[config.mk]
export PLATFORM = sky130hd
export DESIGN_NAME = app_spi_seq_flat
export DESIGN_NICKNAME = d
export VERILOG_FILES = /design/src/rtl/app_spi_seq_if.sv /design/src/rtl/app_spi_seq.sv /design/src/flat_wrapper.sv
export SDC_FILE = /design/constraint.sdc
export NUM_CORES = 1
export LEC_CHECK = 0
export CORE_UTILIZATION = 57
export CTS_CLUSTER_SIZE = 16
export DETAILED_ROUTE_END_ITERATION = 7
export PLACE_DENSITY = 0.79
export SYNTH_ARGS = -nofsm -noshare
export SYNTH_HDL_FRONTEND = slang
export SYNTH_SLANG_ARGS = --single-unit
[constraint.sdc]
create_clock -name OPB_CLK -period 6.9 [get_ports OPB_CLK]
set_input_delay 1.38 -clock OPB_CLK [delete_from_list [all_inputs] [get_ports OPB_CLK]]
set_output_delay 1.38 -clock OPB_CLK [all_outputs]
set_load 0.1 [all_outputs]
[src/rtl/app_spi_seq_if.sv]
// OPB-style register bus bundle between a host and app_spi_seq.
// Latency: none (wires only); read data returns one cycle after APP_RE.
// Backpressure: none; strobes are single-cycle and always accepted.
//
// Signals: OPB_DI write data, OPB_DO registered read data, OPB_ADDR (bits [3:2]
// decoded), APP_RE / APP_WE single-cycle read / write strobes.
interface app_spi_seq_if;
   logic [31:0] OPB_DI;
   logic [31:0] OPB_DO;
   logic [31:0] OPB_ADDR;
   logic        APP_RE;
   logic        APP_WE;

   modport master (output OPB_DI, OPB_ADDR, APP_RE, APP_WE, input OPB_DO);
   modport slave  (input OPB_DI, OPB_ADDR, APP_RE, APP_WE, output OPB_DO);
endinterface

[src/rtl/app_spi_seq.sv]
// Register-driven SPI mode-0 master (MSB first) with two chip selects and 1..32 bit transfers.
// Latency: read data one cycle after APP_RE; a transfer takes CLK_DIV*(2*LEN+4) cycles of CS_N low.
// Backpressure: none; START and TXDATA writes while BUSY are silently dropped.
//
// Ports: OPB_CLK, OPB_RST_N (async assert, sync deassert internally), opb (register bus,
// slave modport), APP_FPGA_SPI_CLK / SPIx_MOSI / SPIx_CS_N (registered pins), SPIx_MISO.
// Optional feature: define APP_SPI_SEQ_IRQ_EN to add the SPI_IRQ output (mirrors DONE).
// Registers (OPB_ADDR[3:2]): 0 CTRL (W: bit0 START, bit1 SEL, [12:8] LEN), 1 TXDATA (R/W),
// 2 RXDATA (R), 3 STATUS (R: {DONE, BUSY}, read clears DONE).
module app_spi_seq #(
   parameter int unsigned CLK_DIV = 4
) (
   input  logic         OPB_CLK,
   input  logic         OPB_RST_N,
   app_spi_seq_if.slave opb,
   output logic         APP_FPGA_SPI_CLK,
   output logic         APP_FPGA_SPI0_MOSI,
   output logic         APP_FPGA_SPI1_MOSI,
   output logic         APP_FPGA_SPI0_CS_N,
   output logic         APP_FPGA_SPI1_CS_N,
   input  logic         APP_FPGA_SPI0_MISO,
   input  logic         APP_FPGA_SPI1_MISO
`ifdef APP_SPI_SEQ_IRQ_EN
   ,
   output logic         SPI_IRQ
`endif
);

   localparam logic [7:0] DIV_LAST = 8'(CLK_DIV - 1);

   typedef enum logic [2:0] {
      S_IDLE,
      S_SETUP,
      S_SCK_HI,
      S_SCK_LO,
      S_HOLD
   } state_t;

   // Reset: assertion reaches every flop immediately, release waits two clocks.
   logic [1:0] r_rst_sync;
   logic       w_rst_n;

   always_ff @(posedge OPB_CLK or negedge OPB_RST_N) begin
      if (!OPB_RST_N) r_rst_sync <= 2'b00;
      else            r_rst_sync <= {r_rst_sync[0], 1'b1};
   end
   assign w_rst_n = r_rst_sync[1];

   state_t      r_state;
   logic [7:0]  r_div;
   logic        r_busy;
   logic        r_done;
   logic        r_sel;
   logic        r_last;
   logic [4:0]  r_bit;
   logic [31:0] r_tx_sh;
   logic [31:0] r_rx_sh;
   logic [31:0] r_txdata;
   logic [31:0] r_rxdata;
   logic [31:0] r_do;
   logic        r_sclk;
   logic        r_cs0_n;
   logic        r_cs1_n;
   logic        r_mosi0;
   logic        r_mosi1;

   // Bus decode; a read always wins over a simultaneous write.
   logic [1:0]  w_addr;
   logic        w_wr;
   logic        w_start;
   logic        w_tx_wr;
   logic        w_stat_rd;
   logic        w_div_last;
   logic        w_hold_done;
   logic        w_miso;
   logic [4:0]  w_len;
   logic        w_sel_new;
   logic        w_first_bit;
   logic [31:0] w_rd_dat;
   logic        w_unused;

   assign w_addr      = opb.OPB_ADDR[3:2];
   assign w_wr        = opb.APP_WE & ~opb.APP_RE;
   assign w_start     = w_wr && (w_addr == 2'd0) && opb.OPB_DI[0] && (r_state == S_IDLE);
   assign w_tx_wr     = w_wr && (w_addr == 2'd1) && !r_busy;
   assign w_stat_rd   = opb.APP_RE && (w_addr == 2'd3);
   assign w_div_last  = (r_div == DIV_LAST);
   assign w_hold_done = (r_state == S_HOLD) && w_div_last;
   assign w_miso      = r_sel ? APP_FPGA_SPI1_MISO : APP_FPGA_SPI0_MISO;
   assign w_len       = opb.OPB_DI[12:8];
   assign w_sel_new   = opb.OPB_DI[1];
   assign w_first_bit = r_txdata[w_len];
   assign w_unused    = ^{opb.OPB_ADDR[31:4], opb.OPB_ADDR[1:0],
                          opb.OPB_DI[31:13], opb.OPB_DI[7:2]};

   always_comb begin
      w_rd_dat = '0;
      case (w_addr)
         2'd1:    w_rd_dat = r_txdata;
         2'd2:    w_rd_dat = r_rxdata;
         2'd3:    w_rd_dat = {30'b0, r_done, r_busy};
         default: w_rd_dat = '0;
      endcase
   end

   // Register file: TXDATA, DONE and the registered read port.
   always_ff @(posedge OPB_CLK or negedge w_rst_n) begin
      if (!w_rst_n) begin
         r_txdata <= '0;
         r_done   <= 1'b0;
         r_do     <= '0;
      end else begin
         if (w_tx_wr) r_txdata <= opb.OPB_DI;
         // Setting DONE beats a same-cycle clear.
         if (w_hold_done)                r_done <= 1'b1;
         else if (w_start || w_stat_rd)  r_done <= 1'b0;
         r_do <= opb.APP_RE ? w_rd_dat : 32'd0;
      end
   end

`ifdef APP_SPI_SEQ_IRQ_EN
   logic r_irq;
   always_ff @(posedge OPB_CLK or negedge w_rst_n) begin
      if (!w_rst_n)                   r_irq <= 1'b0;
      else if (w_hold_done)           r_irq <= 1'b1;
      else if (w_start || w_stat_rd)  r_irq <= 1'b0;
   end
   assign SPI_IRQ = r_irq;
`endif

   // Transfer sequencer. The TX word is pre-shifted so the first bit sits at
   // bit 31; zeros shift in behind it, so MOSI returns to 0 after the last bit.
   always_ff @(posedge OPB_CLK or negedge w_rst_n) begin
      if (!w_rst_n) begin
         r_state  <= S_IDLE;
         r_div    <= 8'd0;
         r_busy   <= 1'b0;
         r_sel    <= 1'b0;
         r_last   <= 1'b0;
         r_bit    <= 5'd0;
         r_tx_sh  <= '0;
         r_rx_sh  <= '0;
         r_rxdata <= '0;
         r_sclk   <= 1'b0;
         r_cs0_n  <= 1'b1;
         r_cs1_n  <= 1'b1;
         r_mosi0  <= 1'b0;
         r_mosi1  <= 1'b0;
      end else if (r_state == S_IDLE) begin
         r_div <= 8'd0;
         if (w_start) begin
            r_state <= S_SETUP;
            r_busy  <= 1'b1;
            r_sel   <= w_sel_new;
            r_bit   <= w_len;
            r_tx_sh <= r_txdata << (5'd31 - w_len);
            r_rx_sh <= '0;
            r_cs0_n <= w_sel_new;
            r_cs1_n <= ~w_sel_new;
            r_mosi0 <= ~w_sel_new & w_first_bit;
            r_mosi1 <= w_sel_new & w_first_bit;
         end
      end else if (!w_div_last) begin
         r_div <= r_div + 8'd1;
      end else begin
         r_div <= 8'd0;
         case (r_state)
            S_SETUP, S_SCK_LO: begin
               if (r_state == S_SCK_LO && r_last) begin
                  r_state <= S_HOLD;
               end else begin
                  r_state <= S_SCK_HI;
                  r_sclk  <= 1'b1;
                  r_rx_sh <= {r_rx_sh[30:0], w_miso};
               end
            end
            S_SCK_HI: begin
               r_state <= S_SCK_LO;
               r_sclk  <= 1'b0;
               r_last  <= (r_bit == 5'd0);
               r_bit   <= r_bit - 5'd1;
               r_tx_sh <= {r_tx_sh[30:0], 1'b0};
               r_mosi0 <= ~r_sel & r_tx_sh[30];
               r_mosi1 <= r_sel & r_tx_sh[30];
            end
            S_HOLD: begin
               r_state  <= S_IDLE;
               r_busy   <= 1'b0;
               r_rxdata <= r_rx_sh;
               r_cs0_n  <= 1'b1;
               r_cs1_n  <= 1'b1;
               r_mosi0  <= 1'b0;
               r_mosi1  <= 1'b0;
            end
            default: r_state <= S_IDLE;
         endcase
      end
   end

   assign opb.OPB_DO         = r_do;
   assign APP_FPGA_SPI_CLK   = r_sclk;
   assign APP_FPGA_SPI0_CS_N = r_cs0_n;
   assign APP_FPGA_SPI1_CS_N = r_cs1_n;
   assign APP_FPGA_SPI0_MOSI = r_mosi0;
   assign APP_FPGA_SPI1_MOSI = r_mosi1;

endmodule
[src/flat_wrapper.sv]
// flat-port wrapper written by rule: the top's interface ports become plain ports
module app_spi_seq_flat 
#(
   parameter int unsigned CLK_DIV = 4
)
  (OPB_CLK, OPB_RST_N, APP_FPGA_SPI_CLK, APP_FPGA_SPI0_MOSI, APP_FPGA_SPI1_MOSI, APP_FPGA_SPI0_CS_N, APP_FPGA_SPI1_CS_N, APP_FPGA_SPI0_MISO, APP_FPGA_SPI1_MISO, opb_OPB_DI, opb_OPB_ADDR, opb_APP_RE, opb_APP_WE, opb_OPB_DO);
  app_spi_seq_if opb_i ();
  input  logic OPB_CLK;
  input  logic OPB_RST_N;
  output logic APP_FPGA_SPI_CLK;
  output logic APP_FPGA_SPI0_MOSI;
  output logic APP_FPGA_SPI1_MOSI;
  output logic APP_FPGA_SPI0_CS_N;
  output logic APP_FPGA_SPI1_CS_N;
  input  logic APP_FPGA_SPI0_MISO;
  input  logic APP_FPGA_SPI1_MISO;
  input wire logic [$bits(opb_i.OPB_DI)-1:0] opb_OPB_DI;
  input wire logic [$bits(opb_i.OPB_ADDR)-1:0] opb_OPB_ADDR;
  input wire logic [$bits(opb_i.APP_RE)-1:0] opb_APP_RE;
  input wire logic [$bits(opb_i.APP_WE)-1:0] opb_APP_WE;
  output wire logic [$bits(opb_i.OPB_DO)-1:0] opb_OPB_DO;
  assign opb_i.OPB_DI = opb_OPB_DI;
  assign opb_i.OPB_ADDR = opb_OPB_ADDR;
  assign opb_i.APP_RE = opb_APP_RE;
  assign opb_i.APP_WE = opb_APP_WE;
  assign opb_OPB_DO = opb_i.OPB_DO;
  app_spi_seq #(.CLK_DIV(CLK_DIV)) u_core (.OPB_CLK(OPB_CLK), .OPB_RST_N(OPB_RST_N), .opb(opb_i), .APP_FPGA_SPI_CLK(APP_FPGA_SPI_CLK), .APP_FPGA_SPI0_MOSI(APP_FPGA_SPI0_MOSI), .APP_FPGA_SPI1_MOSI(APP_FPGA_SPI1_MOSI), .APP_FPGA_SPI0_CS_N(APP_FPGA_SPI0_CS_N), .APP_FPGA_SPI1_CS_N(APP_FPGA_SPI1_CS_N), .APP_FPGA_SPI0_MISO(APP_FPGA_SPI0_MISO), .APP_FPGA_SPI1_MISO(APP_FPGA_SPI1_MISO));
endmodule
==> results.md <==
- Critical Path Sink: u_core.r_rx_sh[4]
- Maximum buffer depth of the clock tree: 2
- Post-detailed-route DRC marker count: 0
- Sum of overflow across all layers after global routing: 0
- Worst-case headroom to the max-slew limit: 25.5%
- Type of the tightest min-delay check: register to register
- Startpoint type of the worst setup path: primary input
- Synthesized area per cell: 11.2 um^2
- Number of cells on the worst reg-to-reg path: 5
- Most numerous cell in the Yosys netlist: sky130_fd_sc_hd__dfrtp_1
- CP required: 7.18 ns
- Height of the chip: 130 um
- Slew at the pin with the worst max-slew slack: 1.12 ns
- Setup CP Type: primary input to register
- CP startpoint: opb_APP_RE
- Count of pins on the block boundary: 107
- DIE AREA: 0.0168 mm^2
- CTS Hold Bufs: 0
- Leakage dissipation: 4.69 nW
- Wire length of the first global-routing pass: 34,700 um
- CTS tree: done
- Peak ir drop on the vdd network: 0.000191 V
- Final worst-path cycle share: 53.2%
- Ratio of cells with drive above 1 in the final layout: 17.6%
- Clock-pin slew of the registers on the worst-case setup and hold paths: 0.08 ns
- Post-detail-place hpwl: 13,800 um
- Number of hold violations in the final report: 0
- Post-synthesis cell type with the largest combined area: sky130_fd_sc_hd__dfrtp_1
- Reg-to-reg startpoint: u_core.r_state[2]
- Initial antenna violation count: 0
- Ys flop type: sky130_fd_sc_hd__dfrtp_1
- Total setup buffers inserted after CTS: 0
- Post-layout worst setup margin: 3.23 ns
- Unrepaired setup endpoints after global routing: false
- Count of TritonRoute iterations in the first routing pass: 5
- Final Max Slew Viols: 0
- Vias per cell: 6.13
- Root cell of the clock tree: sky130_fd_sc_hd__clkbuf_16
- DP Worst Slack: 2.76 ns
- Skew final: 0.0142 ns
- Number of synthesized flops with an enable pin: 0
- Number of design-rule violations left by the first detailed-router iteration: 721
- Register area share after synthesis: 50.1%
- Number of library cell types mapped by synthesis: 64
- Area fraction of the dominant cell type after synthesis: 49.5%
- H-tree depth: 4
- Vias in the first global route: 6,404
- Number of endpoints failing setup at the final stage: 0
- Die W: 130 um
- Port Buffers: 76
- Remaining number of nets flagged by the antenna check after routing: 0
- Number of max-cap violations: 0
- Destination of the worst register-to-register timing path: u_core.r_rx_sh[4]
- Area grow syn2layout: 15.6%
- Number of warnings reported in the yosys synthesis log: 0
- Synth async-reset ratio: 100%
- Number of instances resized during post-cts repair: 0
- Minimum clock period after layout: 3.67 ns
- Fin nets: 951
- Core Footprint: 0.0159 mm^2
- Endpoint class of the critical path: register
- Power per Cell Area: 305 mW/mm^2
- Summed instance area of the synthesized netlist: 0.00930 mm^2
- Total negative slack: 0 ns
- Num Clock Sinks: 186
- Insertion delay to the later sink of the worst-skew pair: 0.44 ns
- Flip-flop and latch count after synthesis: 186
- Outcome: completed
- Number of nets in the synthesized netlist: 904
- Post-synth top cells: sky130_fd_sc_hd__dfrtp_1 (184), sky130_fd_sc_hd__nand2_1 (122), sky130_fd_sc_hd__mux2_2 (57)
- Synth top area cells: sky130_fd_sc_hd__dfrtp_1 (50%), sky130_fd_sc_hd__mux2_2 (6.9%), sky130_fd_sc_hd__mux4_2 (6.8%), sky130_fd_sc_hd__nand2_1 (4.9%), sky130_fd_sc_hd__a22oi_1 (2.7%)
- Antenna diodes: 0
- Data arrival time at the worst-slack endpoint: 3.95 ns
- Cts bufs inserted: 17
- Routability congestion estimate from global placement: 0.972
- Post-synthesis instance total: 832
- Flop2flop setup slack: 3.89 ns
- Pin count of the biggest net entering global routing: 75
- Overall track demand over capacity in global routing: 27.3%
- Wire length per cell: 19.4 um
- Peak fanout along the critical path: 64
- Final WL: 21,500 um
- Fmax achieved: 0.272 GHz
- Via count: 6,787
- Starting density of the core: 58.5%
- Cell Rows: 46
-- layout make-up --
class	count	area (um^2)
Clock buffer	18	439
Tap cell	216	270
Sequential cell	186	4660
Clock inverter	14	154
Inverter	10	37.5
Fill cell	1180	5140
Multi-Input combinational cell	576	4340
Timing Repair Buffer	88	846
-- sequential cells by signal (all words and copies together) (netlist names) --
register / cells
u_core.APP_FPGA_SPI0_CS_N: 1
u_core.APP_FPGA_SPI0_MOSI: 1
u_core.APP_FPGA_SPI1_CS_N: 1
u_core.APP_FPGA_SPI1_MOSI: 1
u_core.APP_FPGA_SPI_CLK: 1
u_core.opb.OPB_DO: 32
u_core.r_bit: 5
u_core.r_busy: 1
u_core.r_div: 8
u_core.r_done: 1
u_core.r_last: 1
u_core.r_rst_sync: 2
u_core.r_rx_sh: 32
u_core.r_rxdata: 32
u_core.r_sel: 1
u_core.r_state: 3
u_core.r_tx_sh: 31
u_core.r_txdata: 32
-- critical path, stage by stage --
cell	delay, ns
sky130_fd_sc_hd__clkdlybuf4s50_1	0.40
sky130_fd_sc_hd__buf_4	0.25
sky130_fd_sc_hd__nor4b_2	0.44
sky130_fd_sc_hd__nand3_1	0.30
sky130_fd_sc_hd__a221o_2	0.81
sky130_fd_sc_hd__nand2_1	0.24
sky130_fd_sc_hd__o21ai_1	0.09
-- power by group --
group	switching (mW)	leakage, nW	internal, mW
registers	0.189	2.46	1.31
clock network	0.462	0.291	0.524
logic	0.505	1.94	0.292
total	1.16	4.69	2.12
-- per-layer routing --
metal	vias to the layer above	GRT usage, %	share of wire, %
li1	3107	-	-
met1	3404	40.0	45
met2	252	41.3	47
met3	24	5.78	6.2
met4	0	8.55	1.6
met5	-	0	0
-- logic make-up (layout without fill, tap and decap cells) --
kind of cell	after synthesis	count (layout)	share of synthesized area (%)
XOR/XNOR	6	6	0.565
multiplexers	127	127	19.1
buffers and inverters	70	130	3.49
other	1	1	0.0403
adder cells (fa/ha/maj)	2	2	0.269
flip-flops	186	186	50.1
AND/OR/NAND/NOR	263	263	13.3
AO/OA/AOI/OAI	177	177	13.1
-- cells in the final DEF, fill, tap and decap left out, drive strengths merged, types with 5 or more instances in the layout --
| cell | count |
|---|---|
| nor3 | 10 |
| a21oi | 26 |
| buf | 13 |
| nand2 | 122 |
| nor2 | 56 |
| nor2b | 38 |
| o21ai | 52 |
| a22oi | 33 |
| a221oi | 12 |
| clkbuf | 18 |
| o211ai | 7 |
| dfrtp | 184 |
| mux4 | 30 |
| nand3 | 14 |
| mux2i | 22 |
| inv | 17 |
| clkinv | 5 |
| and3 | 5 |
| clkdlybuf4s50 | 75 |
| a31oi | 6 |
| o22ai | 10 |
| mux2 | 75 |
-- worst min-delay path by stage --
stage	slack (ns)	cells after the start	startpoint	to
3_3_place_gp	0.34	0	u_core.r_rst_sync[0]	u_core.r_rst_sync[1]
5_1_grt	0.38	0	u_core.r_rst_sync[0]	u_core.r_rst_sync[1]
3_5_place_dp	0.35	0	u_core.r_rst_sync[0]	u_core.r_rst_sync[1]
4_1_cts	0.37	0	u_core.r_rst_sync[0]	u_core.r_rst_sync[1]
2_1_floorplan	0.33	0	u_core.r_rst_sync[0]	u_core.r_rst_sync[1]
6_report	0.36	0	u_core.r_rst_sync[0]	u_core.r_rst_sync[1]
-- through the flow --
step	cells	power [mW]	utilization (%)	area, um^2	hold WS (ns)
2_1_floorplan	832	2.09	-	9300	0.331
3_3_place_gp	1076	2.27	63.9	10200	0.337
3_5_place_dp	1076	2.30	63.9	10200	0.351
4_1_cts	1108	3.28	67.7	10700	0.367
5_1_grt	1108	3.45	67.7	10700	0.378
6_report	1108	3.28	67.7	10700	0.362
Power figures use the tool's default switching activity.
